### src/rtl/bulk_frame_pkg.sv
// bulk_frame_pkg: shared types and constants for the bulk_tx framer.
//   frame_state_e   : serializer state encoding
//   HEADER_DEFAULT  : frame start byte
//   BYTES_PER_FRAME : header + address + data bytes + checksum
package bulk_frame_pkg;

  typedef enum logic [2:0] {
    IDLE,
    HDR,
    ADDR,
    DATA,
    SUM
  } frame_state_e;

  localparam logic [7:0] HEADER_DEFAULT     = 8'hA5;
  localparam int         DATA_WIDTH_DEFAULT = 32;
  localparam int         BYTES_PER_FRAME    = 2 + DATA_WIDTH_DEFAULT / 8 + 1;

endpackage

### src/rtl/w_busif.sv
// w_busif: write-bus handshake carrying one {addr, data} update word.
//   data, addr, valid : driven by master
//   ready             : driven by slave
interface w_busif #(
  parameter int DATA_WIDTH = 32,
  parameter int ADDR_WIDTH = 8
);
  logic [DATA_WIDTH-1:0] data;
  logic [ADDR_WIDTH-1:0] addr;
  logic                  valid;
  logic                  ready;

  modport master (output data, output addr, output valid, input ready);
  modport slave  (input data, input addr, input valid, output ready);
endinterface

### src/rtl/sync_fifo.sv
// sync_fifo: single-clock FIFO, show-ahead read (rdata is the head entry).
//   clk, rstn     : clock, synchronous active-low reset
//   push, wdata   : write strobe and word
//   pop, rdata    : read strobe and head word
//   full, empty   : occupancy flags
//   count         : entries held
module sync_fifo #(
  parameter int WIDTH = 40,
  parameter int DEPTH = 8
) (
  input  logic                     clk,
  input  logic                     rstn,
  input  logic                     push,
  input  logic [WIDTH-1:0]         wdata,
  input  logic                     pop,
  output logic [WIDTH-1:0]         rdata,
  output logic                     full,
  output logic                     empty,
  output logic [$clog2(DEPTH):0]   count
);
  localparam int AW = $clog2(DEPTH);

  logic [WIDTH-1:0] mem [DEPTH];
  logic [AW-1:0]    wr_ptr;
  logic [AW-1:0]    rd_ptr;

  always_ff @(posedge clk) begin
    if (!rstn) begin
      wr_ptr <= '0;
      rd_ptr <= '0;
      count  <= '0;
    end else begin
      if (push) wr_ptr <= wr_ptr + 1'b1;
      if (pop)  rd_ptr <= rd_ptr + 1'b1;
      count <= count + (AW+1)'(push) - (AW+1)'(pop);
    end
  end

  // Storage needs no reset; only the pointers define validity.
  always_ff @(posedge clk) begin
    if (push) mem[wr_ptr] <= wdata;
  end

  assign rdata = mem[rd_ptr];
  assign full  = (count == (AW+1)'(DEPTH));
  assign empty = (count == '0);
endmodule

### src/rtl/bulk_tx_framer.sv
// bulk_tx_framer: buffers {addr, data} update words and serializes each into
// a frame  HEADER, addr, data MSB-first, XOR(addr, data bytes)  for a UART
// byte transmitter.
//   clk, rstn          : clock, synchronous active-low reset
//   bulk_in (slave)    : update word input with valid/ready
//   tx_data, tx_valid  : byte to transmitter, held until tx_ready
//   tx_ready           : transmitter accepts byte
//   busy               : words queued or frame in progress
//   frame_cnt          : completed frames, wrapping
module bulk_tx_framer
  import bulk_frame_pkg::*;
#(
  parameter int         DATA_WIDTH = 32,
  parameter int         ADDR_WIDTH = 8,
  parameter int         FIFO_DEPTH = 8,
  parameter logic [7:0] HEADER     = HEADER_DEFAULT
) (
  input  logic        clk,
  input  logic        rstn,
  w_busif.slave       bulk_in,
  output logic [7:0]  tx_data,
  output logic        tx_valid,
  input  logic        tx_ready,
  output logic        busy,
  output logic [15:0] frame_cnt
);
  localparam int NB   = DATA_WIDTH / 8;
  localparam int IDXW = (NB > 1) ? $clog2(NB) : 1;
  localparam int CW   = $clog2(FIFO_DEPTH) + 1;
  localparam int FW   = ADDR_WIDTH + DATA_WIDTH;

  frame_state_e          state, state_n;
  logic [7:0]            tx_data_n, chk, chk_n;
  logic                  tx_valid_n, busy_n, ready_q;
  logic [IDXW-1:0]       idx, idx_n;
  logic [ADDR_WIDTH-1:0] frame_addr, frame_addr_n;
  logic [DATA_WIDTH-1:0] frame_data, frame_data_n;
  logic [15:0]           frame_cnt_n;

  logic                  push, pop, full, empty;
  logic [FW-1:0]         head;
  logic [CW-1:0]         count, count_nxt;

  // full is redundant with ready_q but guards against an early push.
  assign push = bulk_in.valid & ready_q & ~full;
  assign bulk_in.ready = ready_q;

  sync_fifo #(.WIDTH(FW), .DEPTH(FIFO_DEPTH)) u_fifo (
    .clk   (clk),
    .rstn  (rstn),
    .push  (push),
    .wdata ({bulk_in.addr, bulk_in.data}),
    .pop   (pop),
    .rdata (head),
    .full  (full),
    .empty (empty),
    .count (count)
  );

  assign count_nxt = count + CW'(push) - CW'(pop);

  function automatic logic [7:0] data_byte(input logic [DATA_WIDTH-1:0] d,
                                           input logic [IDXW-1:0] i);
    logic [DATA_WIDTH-1:0] s;
    s = d << (8 * i);
    return s[DATA_WIDTH-1 -: 8];
  endfunction

  always_comb begin
    state_n      = state;
    tx_data_n    = tx_data;
    tx_valid_n   = tx_valid;
    chk_n        = chk;
    idx_n        = idx;
    frame_addr_n = frame_addr;
    frame_data_n = frame_data;
    frame_cnt_n  = frame_cnt;
    pop          = 1'b0;
    unique case (state)
      IDLE: begin
        if (!empty) begin
          pop          = 1'b1;
          frame_addr_n = head[FW-1 -: ADDR_WIDTH];
          frame_data_n = head[DATA_WIDTH-1:0];
          chk_n        = '0;
          tx_data_n    = HEADER;
          tx_valid_n   = 1'b1;
          state_n      = HDR;
        end
      end
      HDR: if (tx_ready) begin
        tx_data_n = frame_addr;
        chk_n     = chk ^ frame_addr;
        state_n   = ADDR;
      end
      ADDR: if (tx_ready) begin
        tx_data_n = data_byte(frame_data, '0);
        chk_n     = chk ^ data_byte(frame_data, '0);
        idx_n     = '0;
        state_n   = DATA;
      end
      DATA: if (tx_ready) begin
        if (idx != IDXW'(NB - 1)) begin
          idx_n     = idx + 1'b1;
          tx_data_n = data_byte(frame_data, idx + 1'b1);
          chk_n     = chk ^ data_byte(frame_data, idx + 1'b1);
        end else begin
          // chk already folds in the byte currently on the line
          tx_data_n = chk;
          state_n   = SUM;
        end
      end
      SUM: if (tx_ready) begin
        frame_cnt_n = frame_cnt + 1'b1;
        if (!empty) begin
          pop          = 1'b1;
          frame_addr_n = head[FW-1 -: ADDR_WIDTH];
          frame_data_n = head[DATA_WIDTH-1:0];
          chk_n        = '0;
          tx_data_n    = HEADER;
          state_n      = HDR;
        end else begin
          tx_valid_n = 1'b0;
          state_n    = IDLE;
        end
      end
      default: state_n = IDLE;
    endcase
    busy_n = (count_nxt != '0) || (state_n != IDLE);
  end

  always_ff @(posedge clk) begin
    if (!rstn) begin
      state      <= IDLE;
      tx_data    <= '0;
      tx_valid   <= 1'b0;
      chk        <= '0;
      idx        <= '0;
      frame_addr <= '0;
      frame_data <= '0;
      frame_cnt  <= '0;
      busy       <= 1'b0;
      ready_q    <= 1'b0;
    end else begin
      state      <= state_n;
      tx_data    <= tx_data_n;
      tx_valid   <= tx_valid_n;
      chk        <= chk_n;
      idx        <= idx_n;
      frame_addr <= frame_addr_n;
      frame_data <= frame_data_n;
      frame_cnt  <= frame_cnt_n;
      busy       <= busy_n;
      ready_q    <= (count_nxt != CW'(FIFO_DEPTH));
    end
  end
endmodule

### src/flat_wrapper.sv
// flat-port wrapper written by rule: the top's interface ports become plain ports
module bulk_tx_framer_flat import bulk_frame_pkg::*;
#(
  parameter int         DATA_WIDTH = 32,
  parameter int         ADDR_WIDTH = 8,
  parameter int         FIFO_DEPTH = 8,
  parameter logic [7:0] HEADER     = HEADER_DEFAULT
)
  (clk, rstn, tx_data, tx_valid, tx_ready, busy, frame_cnt, bulk_in_data, bulk_in_addr, bulk_in_valid, bulk_in_ready);
  w_busif #(.DATA_WIDTH(DATA_WIDTH), .ADDR_WIDTH(ADDR_WIDTH)) bulk_in_i ();
  input  logic clk;
  input  logic rstn;
  output logic [7:0] tx_data;
  output logic tx_valid;
  input  logic tx_ready;
  output logic busy;
  output logic [15:0] frame_cnt;
  input wire logic [$bits(bulk_in_i.data)-1:0] bulk_in_data;
  input wire logic [$bits(bulk_in_i.addr)-1:0] bulk_in_addr;
  input wire logic [$bits(bulk_in_i.valid)-1:0] bulk_in_valid;
  output wire logic [$bits(bulk_in_i.ready)-1:0] bulk_in_ready;
  assign bulk_in_i.data = bulk_in_data;
  assign bulk_in_i.addr = bulk_in_addr;
  assign bulk_in_i.valid = bulk_in_valid;
  assign bulk_in_ready = bulk_in_i.ready;
  bulk_tx_framer #(.DATA_WIDTH(DATA_WIDTH), .ADDR_WIDTH(ADDR_WIDTH), .FIFO_DEPTH(FIFO_DEPTH), .HEADER(HEADER)) u_core (.clk(clk), .rstn(rstn), .bulk_in(bulk_in_i), .tx_data(tx_data), .tx_valid(tx_valid), .tx_ready(tx_ready), .busy(busy), .frame_cnt(frame_cnt));
endmodule
### config.mk
export PLATFORM = sky130hd
export DESIGN_NAME = bulk_tx_framer_flat
export DESIGN_NICKNAME = d
export VERILOG_FILES = /design/src/rtl/bulk_frame_pkg.sv /design/src/rtl/w_busif.sv /design/src/rtl/sync_fifo.sv /design/src/rtl/bulk_tx_framer.sv /design/src/flat_wrapper.sv
export SDC_FILE = /design/constraint.sdc
export NUM_CORES = 1
export LEC_CHECK = 0
export CORE_MARGIN = 5
export CORE_UTILIZATION = 50
export DETAILED_ROUTE_END_ITERATION = 16
export GPL_ROUTABILITY_DRIVEN = 0
export PLACE_DENSITY = 0.73
export RECOVER_POWER = 25
export SLEW_MARGIN = 10
export SYNTH_ARGS = -nofsm -noshare
export SYNTH_HDL_FRONTEND = slang
export SYNTH_SLANG_ARGS = --single-unit
### constraint.sdc
create_clock -name clk -period 11.1 [get_ports clk]
set_input_delay 2.22 -clock clk [delete_from_list [all_inputs] [get_ports clk]]
set_output_delay 2.22 -clock clk [all_outputs]
set_load 0.1 [all_outputs]
# After elaboration in Yosys (flattened, before gate mapping)
# Memories as Yosys holds them, arrays and structs flattened. A register that Yosys moved wholly into a read port is not among the register bits.
# Cells that the tools add are included.
[classes] shift=1 eq_ne=14 n_reduce_logical=14 add_sub_neg=6 bitwise=6 n_mux=43
[ops] operator="$mux 8" count=14
[ops] operator="$pmux 8 s5" count=2
[ops] operator="$mux 32" count=2
[ops] operator="$pmux 32 s2" count=1
[ops] operator="$shl 32x5->32" count=1
[ops] operator="$mux 3" count=8
[ops] operator="$xor 8x8->8" count=3
[ops] operator="$add 16x1->16 const B" count=1
[ops] operator="$pmux 8 s2" count=1
[ops] operator="$pmux 3 s5" count=1
[ops] operator="$ne 2x2->1 const B" count=6
[ops] operator="$mux 1" count=8
[ops] operator="$reduce_and 4->1" count=2
[ops] operator="$add 3x1->3 const B" count=2
[ops] operator="$eq 3x2->1 const B" count=2
[ops] operator="$mux 2" count=3
[ops] operator="$reduce_and 6->1" count=1
[ops] operator="$reduce_and 5->1" count=1
[ops] operator="$reduce_bool 5->1" count=1
[ops] operator="$add 4x1->4" count=1
[ops] operator="$eq 4x4->1 const B" count=1
[ops] operator="$logic_not 4->1" count=1
[ops] operator="$ne 2x1->1 const B" count=2
[ops] operator="$ne 4x4->1 const B" count=1
[ops] operator="14 further kinds" count=18
[totals] out_inout_bits=27 n_memories=1 reg_bits=90 ramBits=320 inputBits=44
[mem_list] name="u_core.u_fifo.mem" words=8 word_bits=40 read_ports=1 rd_clocked_by_memory_dff=1 wr=1 line="sync_fifo.sv:23" rtl="logic [WIDTH-1:0] mem [DEPTH];"

# Logic depth before layout (Yosys ltp)
[depth] depth_word=7 mapped_depth=13 mapped_depth_nobuf=12

# Cells and area by module
# Synthesis repeated with hierarchy kept, for this count alone.
[hier_totals] cells_unflattened=1004 hier_area_um2=16922.5
[by_module_without_submodules] mod="sync_fifo" area_per_inst_um2=12958.7 n_inst=1 cells_per_inst=531 seq_area_each_um2=9869.5
[by_module_without_submodules] mod="bulk_tx_framer" area_per_inst_um2=3963.8 n_inst=1 cells_per_inst=473 seq_area_each_um2=1601.5

# Worst setup path after synthesis
# OpenSTA, ideal clock, no wires.
[synth_timing] path_type="input-to-reg" start="in bulk_in_valid" end="mem u_core.u_fifo.mem[0][0], enable pin" arrival_time_ns=6.346 stages=3 setup_time_ns=0.537 path_slack_ns=4.217 required_time_ns=10.563 path_cell_list="nand2_1 a21o_1 nor4_1"
[synth_between] elab_chain_cells=4
[synth_lines] element="from (decl)" line="flat_wrapper.sv:20" rtl="input wire logic [$bits(bulk_in_i.valid)-1:0] bulk_in_valid;"
[synth_lines] element="$and 1x1->1 (2 in a row)" line="bulk_tx_framer.sv:45" rtl="assign push = bulk_in.valid & ready_q & ~full;"
[synth_lines] element="$mux 1" line="sync_fifo.sv:41" rtl="if (push) mem[wr_ptr] <= wdata;"
[synth_lines] element="$mux 1 (not written as such)" line="sync_fifo.sv:41"
[synth_lines] element="to (decl)" line="sync_fifo.sv:23"
# No other way between the ends.

# Worst setup path after layout
[layout_timing] start="in tx_ready" end="reg u_core.busy"
[layout_between] elab_chain_cells=5
[layout_lines] element="from (decl)" line="flat_wrapper.sv:15" rtl="input logic tx_ready;"
[layout_lines] element="$mux 1" line="bulk_tx_framer.sv:113" rtl="SUM: if (tx_ready) begin"
[layout_lines] element="$pmux 1 s2" line="bulk_tx_framer.sv:79" rtl="unique case (state)"
[layout_lines] element="$sub 4x1->4" line="bulk_tx_framer.sv:60" rtl="assign count_nxt = count + CW'(push) - CW'(pop);"
[layout_lines] element="named net u_core.count_nxt[1]" line="bulk_tx_framer.sv:42" rtl="logic [CW-1:0] count, count_nxt;"
[layout_lines] element="$reduce_bool 4->1" line="bulk_tx_framer.sv:129" rtl="busy_n = (count_nxt != '0) || (state_n != IDLE);"
[layout_lines] element="$logic_or 1x1->1" line="bulk_tx_framer.sv:129"
[layout_lines] element="to (signal assigned)" line="bulk_tx_framer.sv:153" rtl="busy <= busy_n;"
[layout_lines] element="to (decl)" line="bulk_tx_framer.sv:24" rtl="output logic busy,"
# The timed path passes the listed nets, and every way through them passes these cells.
# A chain may end at the register's enable or synchronous reset.

==> impl_metrics.prom <==
# TYPE chip_impl_metric gauge
chip_impl_info{name="outcome",value="completed"} 1
chip_impl_metric{name="maxSlewHeadroom",unit=""} 0.217
chip_impl_metric{name="peak_clock_frequency_supported_by_timing",unit="MHz"} 191
chip_impl_metric{name="finalClockSkew",unit="ps"} 14.5
chip_impl_metric{name="io_buffers",unit=""} 70
chip_impl_info{name="synthFlopType",value="edfxtp_1"} 1
chip_impl_metric{name="final_period_minus_worst_setup_slack",unit="ps"} 5240
chip_impl_metric{name="setup.reg_to_reg.worst_slack",unit="ps"} 7430
chip_impl_metric{name="seq_area",unit="sq mm"} 0.0115
chip_impl_metric{name="antenna_found_initial",unit=""} 1
chip_impl_metric{name="synth-async-reset-ratio",unit=""} 0
chip_impl_metric{name="worst_tran_pin_value",unit="ps"} 1170
chip_impl_metric{name="die_w",unit="microns"} 190
chip_impl_metric{name="multi_input_area",unit="sq mm"} 0.00443
chip_impl_metric{name="final-hold-violation-count",unit=""} 0
chip_impl_metric{name="tritoncts.num_buffers",unit=""} 43
chip_impl_info{name="cts.root.buffer_cell",value="clkbuf_16"} 1
chip_impl_info{name="critPathMostFrequentCell",value="nand2_1"} 1
chip_impl_metric{name="cts_hold_buf",unit=""} 0
chip_impl_metric{name="floorplan.initialDensity",unit=""} 0.508
chip_impl_metric{name="detail_route.wirelength",unit="microns"} 32000
chip_impl_metric{name="fp.coreArea",unit="sq mm"} 0.0317
chip_impl_metric{name="die_area",unit="sq mm"} 0.0359
chip_impl_metric{name="min_period_over_period",unit=""} 0.472
chip_impl_metric{name="synthCells",unit=""} 930
chip_impl_metric{name="synth_area_per_cell",unit="sq um"} 17.3
chip_impl_info{name="worstHoldPathType",value="reg2reg"} 1
chip_impl_metric{name="final_core_utilization",unit=""} 0.586
chip_impl_info{name="r2r-start",value="u_core.state[0]$_SDFF_PN0_"} 1
chip_impl_info{name="startpoint",value="tx_ready"} 1
chip_impl_metric{name="io_pins",unit=""} 71
chip_impl_metric{name="worstPathRequired",unit="ps"} 11480
chip_impl_metric{name="cts-htree-levels",unit=""} 2
chip_impl_metric{name="post-cts-setup-buffers",unit=""} 0
chip_impl_metric{name="worst_path_largest_cell_delay",unit="ps"} 780
chip_impl_info{name="cts_tree",value="yes"} 1
chip_impl_metric{name="drtPass1Iterations",unit=""} 6
chip_impl_metric{name="routedWlPerCell",unit="microns"} 22.1
chip_impl_metric{name="dp.final_hpwl",unit="microns"} 19000
chip_impl_metric{name="syn-num-nets",unit=""} 984
chip_impl_metric{name="nNetsFinal",unit=""} 1064
chip_impl_metric{name="route.vias.total",unit=""} 8428
chip_impl_metric{name="cellLeakagePower",unit="nW"} 5.92
chip_impl_metric{name="post_synth_instance_area",unit="sq mm"} 0.0161
chip_impl_metric{name="critPathMaxFanout",unit=""} 85
chip_impl_info{name="hp-start",value="u_core.tx_valid$_SDFFE_PN0P_"} 1
chip_impl_metric{name="postLayoutCellArea",unit="sq mm"} 0.0186
chip_impl_metric{name="placement_rows",unit=""} 65
chip_impl_metric{name="pwr_density_cell",unit="mW/mm^2"} 230
chip_impl_metric{name="setup_total_negative_slack",unit="ps"} 0
chip_impl_info{name="crit_path_end_kind",value="flip-flop"} 1
chip_impl_metric{name="placed_cell_area",unit="sq mm"} 0.0173
chip_impl_info{name="final_cell_mix",value="320 x edfxtp_1, 90 x dfxtp_1, 88 x mux4_2"} 1
chip_impl_metric{name="finalHoldWorstSlack",unit="ps"} 479
chip_impl_metric{name="tritoncts_num_sinks",unit=""} 413
chip_impl_info{name="layout_commonest_cell",value="edfxtp_1"} 1
chip_impl_metric{name="report.final.setup_viol",unit=""} 0
chip_impl_metric{name="post_cts_resize_count",unit=""} 0
chip_impl_metric{name="ratio_of_cells_with_drive_above_1_in_the_final_layout",unit=""} 0.183
chip_impl_metric{name="n_fill_cell",unit=""} 2349
chip_impl_metric{name="drt_drc_violations_left",unit=""} 0
chip_impl_metric{name="routed_antenna_nets",unit=""} 0
chip_impl_metric{name="track_usage",unit=""} 0.179
chip_impl_metric{name="synth_enable_flop_cells",unit=""} 320
chip_impl_metric{name="synth_seq_area_share",unit=""} 0.711
chip_impl_metric{name="avgViaCountPerCell",unit=""} 5.83
chip_impl_metric{name="initialDrtViolationCount",unit=""} 611
chip_impl_info{name="rsz_0062_raised_after_global_routing",value="false"} 1
chip_impl_metric{name="grt_remaining_overflow",unit=""} 0
chip_impl_metric{name="drv_cap",unit=""} 0
chip_impl_metric{name="synth-warning-count",unit=""} 0
chip_impl_metric{name="clkSlewWorstSetupHoldPaths",unit="ps"} 60
chip_impl_metric{name="clkLatencyLatePin",unit="ps"} 530
chip_impl_metric{name="number_of_diodes",unit=""} 0
chip_impl_metric{name="peakVddDrop",unit="uV"} 137
chip_impl_metric{name="ys_seq_elements",unit=""} 413
chip_impl_metric{name="via_count_of_the_first_global_routing_pass",unit=""} 8629
chip_impl_metric{name="largest_net_degree_at_the_start_of_global_routing",unit=""} 86
chip_impl_metric{name="drv_slew",unit=""} 0
chip_impl_info{name="cp-start-kind",value="primary input"} 1
chip_impl_metric{name="count_of_cell_types_in_the_netlist",unit=""} 48
chip_impl_info{name="cp_cell_sequence",value="clkdlybuf4s50_1 > nand2b_1 > and3_4 > nand2_1 > nand2_1 > ha_1 > fa_1 > or3_1 > nor3_1 > a31oi_1"} 1
chip_impl_metric{name="ctsLongestPathBuffers",unit=""} 3
chip_impl_metric{name="areaGrowthSynthToFinish",unit="%"} 15.2
chip_impl_metric{name="grt_pass1_wl",unit="microns"} 49800
chip_impl_metric{name="chipHeight",unit="microns"} 190
chip_impl_info{name="timing.setup.critical_path_class",value="in2reg"} 1
chip_impl_metric{name="design_power_total",unit="mW"} 4.27
chip_impl_metric{name="worstPathArrival",unit="ps"} 5610
chip_impl_info{name="crit_path_top_delay_cell",value="clkdlybuf4s50_1"} 1
## Yosys cell counts (6+ instances only)
| master | count | area (sq um) |
|---|---|---|
| a211o_1 | 8 | 70.1 |
| a21oi_1 | 59 | 295 |
| buf_1 | 7 | 26.3 |
| buf_2 | 12 | 60.1 |
| clkbuf_1 | 27 | 101 |
| dfxtp_1 | 93 | 1860 |
| edfxtp_1 | 320 | 9610 |
| ha_1 | 9 | 113 |
| inv_1 | 8 | 30.0 |
| mux2i_1 | 47 | 470 |
| mux4_2 | 88 | 1980 |
| nand2_1 | 25 | 93.8 |
| nand3_1 | 9 | 45.0 |
| nand4_1 | 8 | 50.1 |
| nor2_1 | 46 | 173 |
| nor2b_1 | 12 | 75.1 |
| nor3_1 | 6 | 30.0 |
| o21ai_0 | 42 | 210 |
| o21ai_1 | 11 | 55.1 |
| o21ai_2 | 9 | 78.8 |
| or3_1 | 9 | 56.3 |
| xor2_1 | 16 | 140 |
## worst max-delay path: cells and delay by family
kind	cells	cell delay, ps
and+or+nand+nor	6	1850
buffers and inverters	1	780
adders and majority gates	2	650
AOI/OAI and AO/OA	1	110
## where the power goes
group	switching, mW	total (mW)	internal, mW
clock	0.556	1.32	0.759
sequential	0.151	1.99	1.84
combinational	0.555	0.962	0.407
## worst paths after layout
check                                  to  cells past startpoint
max                u_core.busy$_SDFF_PN0_                     10
max reg2reg        u_core.busy$_SDFF_PN0_                      9
min reg2reg  u_core.tx_valid$_SDFFE_PN0P_                      2
min          u_core.tx_valid$_SDFFE_PN0P_                      2
## routing by layer
metal	wire [microns]	GRT usage	vias to the layer above
met5	0	0	-
met3	1800	0.0316	48
met4	738	0.0509	0
li1	-	-	3852
met1	13700	0.248	4266
met2	15700	0.297	262
## metrics by stage
| step | std cells | setup slack (ps) |
|---|---|---|
| 2_1_floorplan | 930 | 4220 |
| 3_3_place_gp | 1367 | 5500 |
| 3_5_place_dp | 1367 | 5330 |
| 4_1_cts | 1446 | 5880 |
| 5_1_grt | 1446 | 5600 |
| 6_report | 1446 | 5860 |
## logic make-up (layout without fill, tap and decap cells)
kind of cell               after synthesis  in the layout  synth area share
DFF                                    413            413             0.711
AOI/OAI and AO/OA                      148            148            0.0531
xor gates and xnor gates                21             21            0.0114
adders and majority gates               10             10           0.00822
muxes                                  135            135             0.152
and+or+nand+nor                        142            142            0.0466
buffers and inverters                   61            175            0.0173
## cell type report
type | count | share of cell area
tap | 402 | 0.0271
multi-input combinational | 456 | 0.238
clock inverter | 12 | 0.00431
sequential | 413 | 0.618
clock buffer | 67 | 0.0658
timing repair buffer | 87 | 0.0446
inverter | 9 | 0.00182
## state kept, by name, indices dropped and copies added (netlist names), 4 cells and up, named ones only
| register | flops |
|---|---|
| u_core.frame_cnt | 16 |
| u_core.chk | 8 |
| u_core.u_fifo.mem | 320 |
| u_core.u_fifo.count | 4 |
| u_core.tx_data | 8 |
| u_core.frame_data | 32 |
| u_core.frame_addr | 8 |
Note: power is estimated with default switching activity, not from simulation.
==> RTL change: new RTL, config.mk and constraints unchanged <==
Re-encode `frame_state_e` (5 states) as one-hot, 5 bits wide.
--- a/src/rtl/bulk_frame_pkg.sv
+++ b/src/rtl/bulk_frame_pkg.sv
@@ -4,12 +4,12 @@
 //   BYTES_PER_FRAME : header + address + data bytes + checksum
 package bulk_frame_pkg;
 
-  typedef enum logic [2:0] {
-    IDLE,
-    HDR,
-    ADDR,
-    DATA,
-    SUM
+  typedef enum logic [4:0] {
+    IDLE = 5'b00001,
+    HDR  = 5'b00010,
+    ADDR = 5'b00100,
+    DATA = 5'b01000,
+    SUM  = 5'b10000
   } frame_state_e;
 
   localparam logic [7:0] HEADER_DEFAULT     = 8'hA5;
Formal check against the unedited RTL: no difference found for any inputs over 4 cycles, from zero or initial values and one cycle with rstn low; so few cycles prove little.
==> RTL change against the unedited design <==
  * First-iteration DRC count up 25%
  * Power up 0.62%
  * Highest routed layer is now met5
  * Count of clock-buffer cells in the layout down 8
  * Sequential cell count up 2
  * Cell area up 2.3%
  * Largest power group unchanged
  * Worst setup slack better by 0.62 ns
  * Routed wire length up 4.0%
  * Critical path type unchanged
  * Area after synthesis up 2.5%
==> RTL change: results (changes against the unedited design) <==
| Quantity | This run | Delta |
|:---|:---|:---|
| Run status | completed | unchanged |
| Number of distinct library cells after synthesis | 54 | was 48 |
| Vias in the first global route | 9017 | was 8629 |
| Detailed Routing Iterations Pass 1 | 5 | was 6 |
| Synth cell count leaders | 320 x sky130_fd_sc_hd__edfxtp_1, 95 x sky130_fd_sc_hd__dfxtp_1, 88 x sky130_fd_sc_hd__mux4_2 | was 320 x sky130_fd_sc_hd__edfxtp_1, 93 x sky130_fd_sc_hd__dfxtp_1, 88 x sky130_fd_sc_hd__mux4_2 |
| Worst vdd ir | 0.1740 mV | was 0.1370 mV |
| Top post-synthesis cells by area | sky130_fd_sc_hd__edfxtp_1 58%, sky130_fd_sc_hd__mux4_2 12%, sky130_fd_sc_hd__dfxtp_1 12% | was sky130_fd_sc_hd__edfxtp_1 60%, sky130_fd_sc_hd__mux4_2 12%, sky130_fd_sc_hd__dfxtp_1 12% |
| Critical path's largest stage delay | 0.72 ns | was 0.78 ns |
| Post-detailed-routing wire length | 33250 um | was 31970 um |
| Syn Inst Count | 982 | was 930 |
| Iteration-0 DRC Markers | 765 | was 611 |
| Number of placed instances with taps included | 1448 | was 1367 |
| Worst slack at placement | 5.946 ns | was 5.331 ns |
| Pin count of the biggest net entering global routing | 93 | was 86 |
| Detailed-placement wirelength estimate | 18920 um | was 19040 um |
| Share of layout cells above drive strength 1 | 16.91% | was 18.30% |
| Global Route Usage Sum | 18.36% | was 17.92% |
| Max Clock Skew | 0.01846 ns | was 0.01455 ns |
| Crit path max fanout | 12 | was 85 |
| Leak | 5.965 nW | was 5.925 nW |
| Remaining max-slew budget at the tightest pin | 34.53% | was 21.70% |
| Part of the Yosys area used for sequential elements | 69.64% | was 71.12% |
| Number of buffers created by CTS | 42 | was 43 |
| Wire length per cell after detailed routing | 21.82 um | was 22.11 um |
| Overall via count from detail_route | 8878 | was 8428 |
| Fin nets | 1104 | was 1064 |
| Post-synthesis net count | 1036 | was 984 |
| Arrival time of the worst setup path | 5.00 ns | was 5.61 ns |
-- RTL change: cell count changes after synthesis, sizes merged, moves of 10 or more --
cell    unedited run  this run
o21ai             62         9
a211oi             0        49
a21oi             60        22
nor2              48        80
nor3               8        25
nand3              9        25
xor2              16         6
-- RTL change: logic make-up (layout without fill, tap and decap cells) --
| family | count (synthesis) | after routing | synth area share [%] |
|---|---|---|---|
| adder cells (fa/ha/maj) | 10 | 10 | 0.8024 |
| flip-flops | 415 | 415 | 69.64 |
| AO/OA/AOI/OAI | 117 | 117 | 4.883 |
| buffers and inverters | 69 | 169 | 1.915 |
| XOR/XNOR | 20 | 20 | 1.060 |
| multiplexers | 147 | 147 | 15.59 |
| AND/OR/NAND/NOR | 204 | 204 | 6.102 |
-- RTL change: final cells by class --
class	count	area (sq um)	share of cell area (%)
Clock buffer	59	1170	6.158
Clock inverter	17	151.4	0.7969
Inverter	10	37.54	0.1976
Multi-Input combinational cell	498	4768	25.10
Sequential cell	415	11520	60.64
Tap cell	442	553.0	2.911
Timing Repair Buffer	83	798.3	4.202
-- RTL change: worst paths after layout --
kind	from	end	slack (ns)
setup / recovery	tx_ready	u_core.bulk_in.ready	6.48
hold / removal	u_core.tx_valid	u_core.tx_valid	0.46
setup reg to reg	u_core.state[2]	u_core.bulk_in.ready	8.12
hold reg to reg	u_core.tx_valid	u_core.tx_valid	0.46
-- RTL change: where the power goes --
group / switching, mW / total [mW] / internal (mW)
sequential: 0.138 / 1.96 / 1.82
combinational: 0.578 / 0.997 / 0.419
clock: 0.558 / 1.34 / 0.784
-- RTL change: tightest hold or removal path: cells and delay by family, from the launching register on --
family	cells	cell delay, ns
AO/OA/AOI/OAI	1	0.05
flip-flops	1	0.31
AND/OR/NAND/NOR	1	0.05
-- RTL change: routing by layer --
metal | vias up | global-route usage, % | part of all wire (%)
met4 | 2 | 5.221 | 2.5
li1 | 4042 | - | -
met2 | 289 | 29.53 | 48
met3 | 55 | 2.963 | 5.9
met5 | - | 0 | 0.039
met1 | 4490 | 26.30 | 43
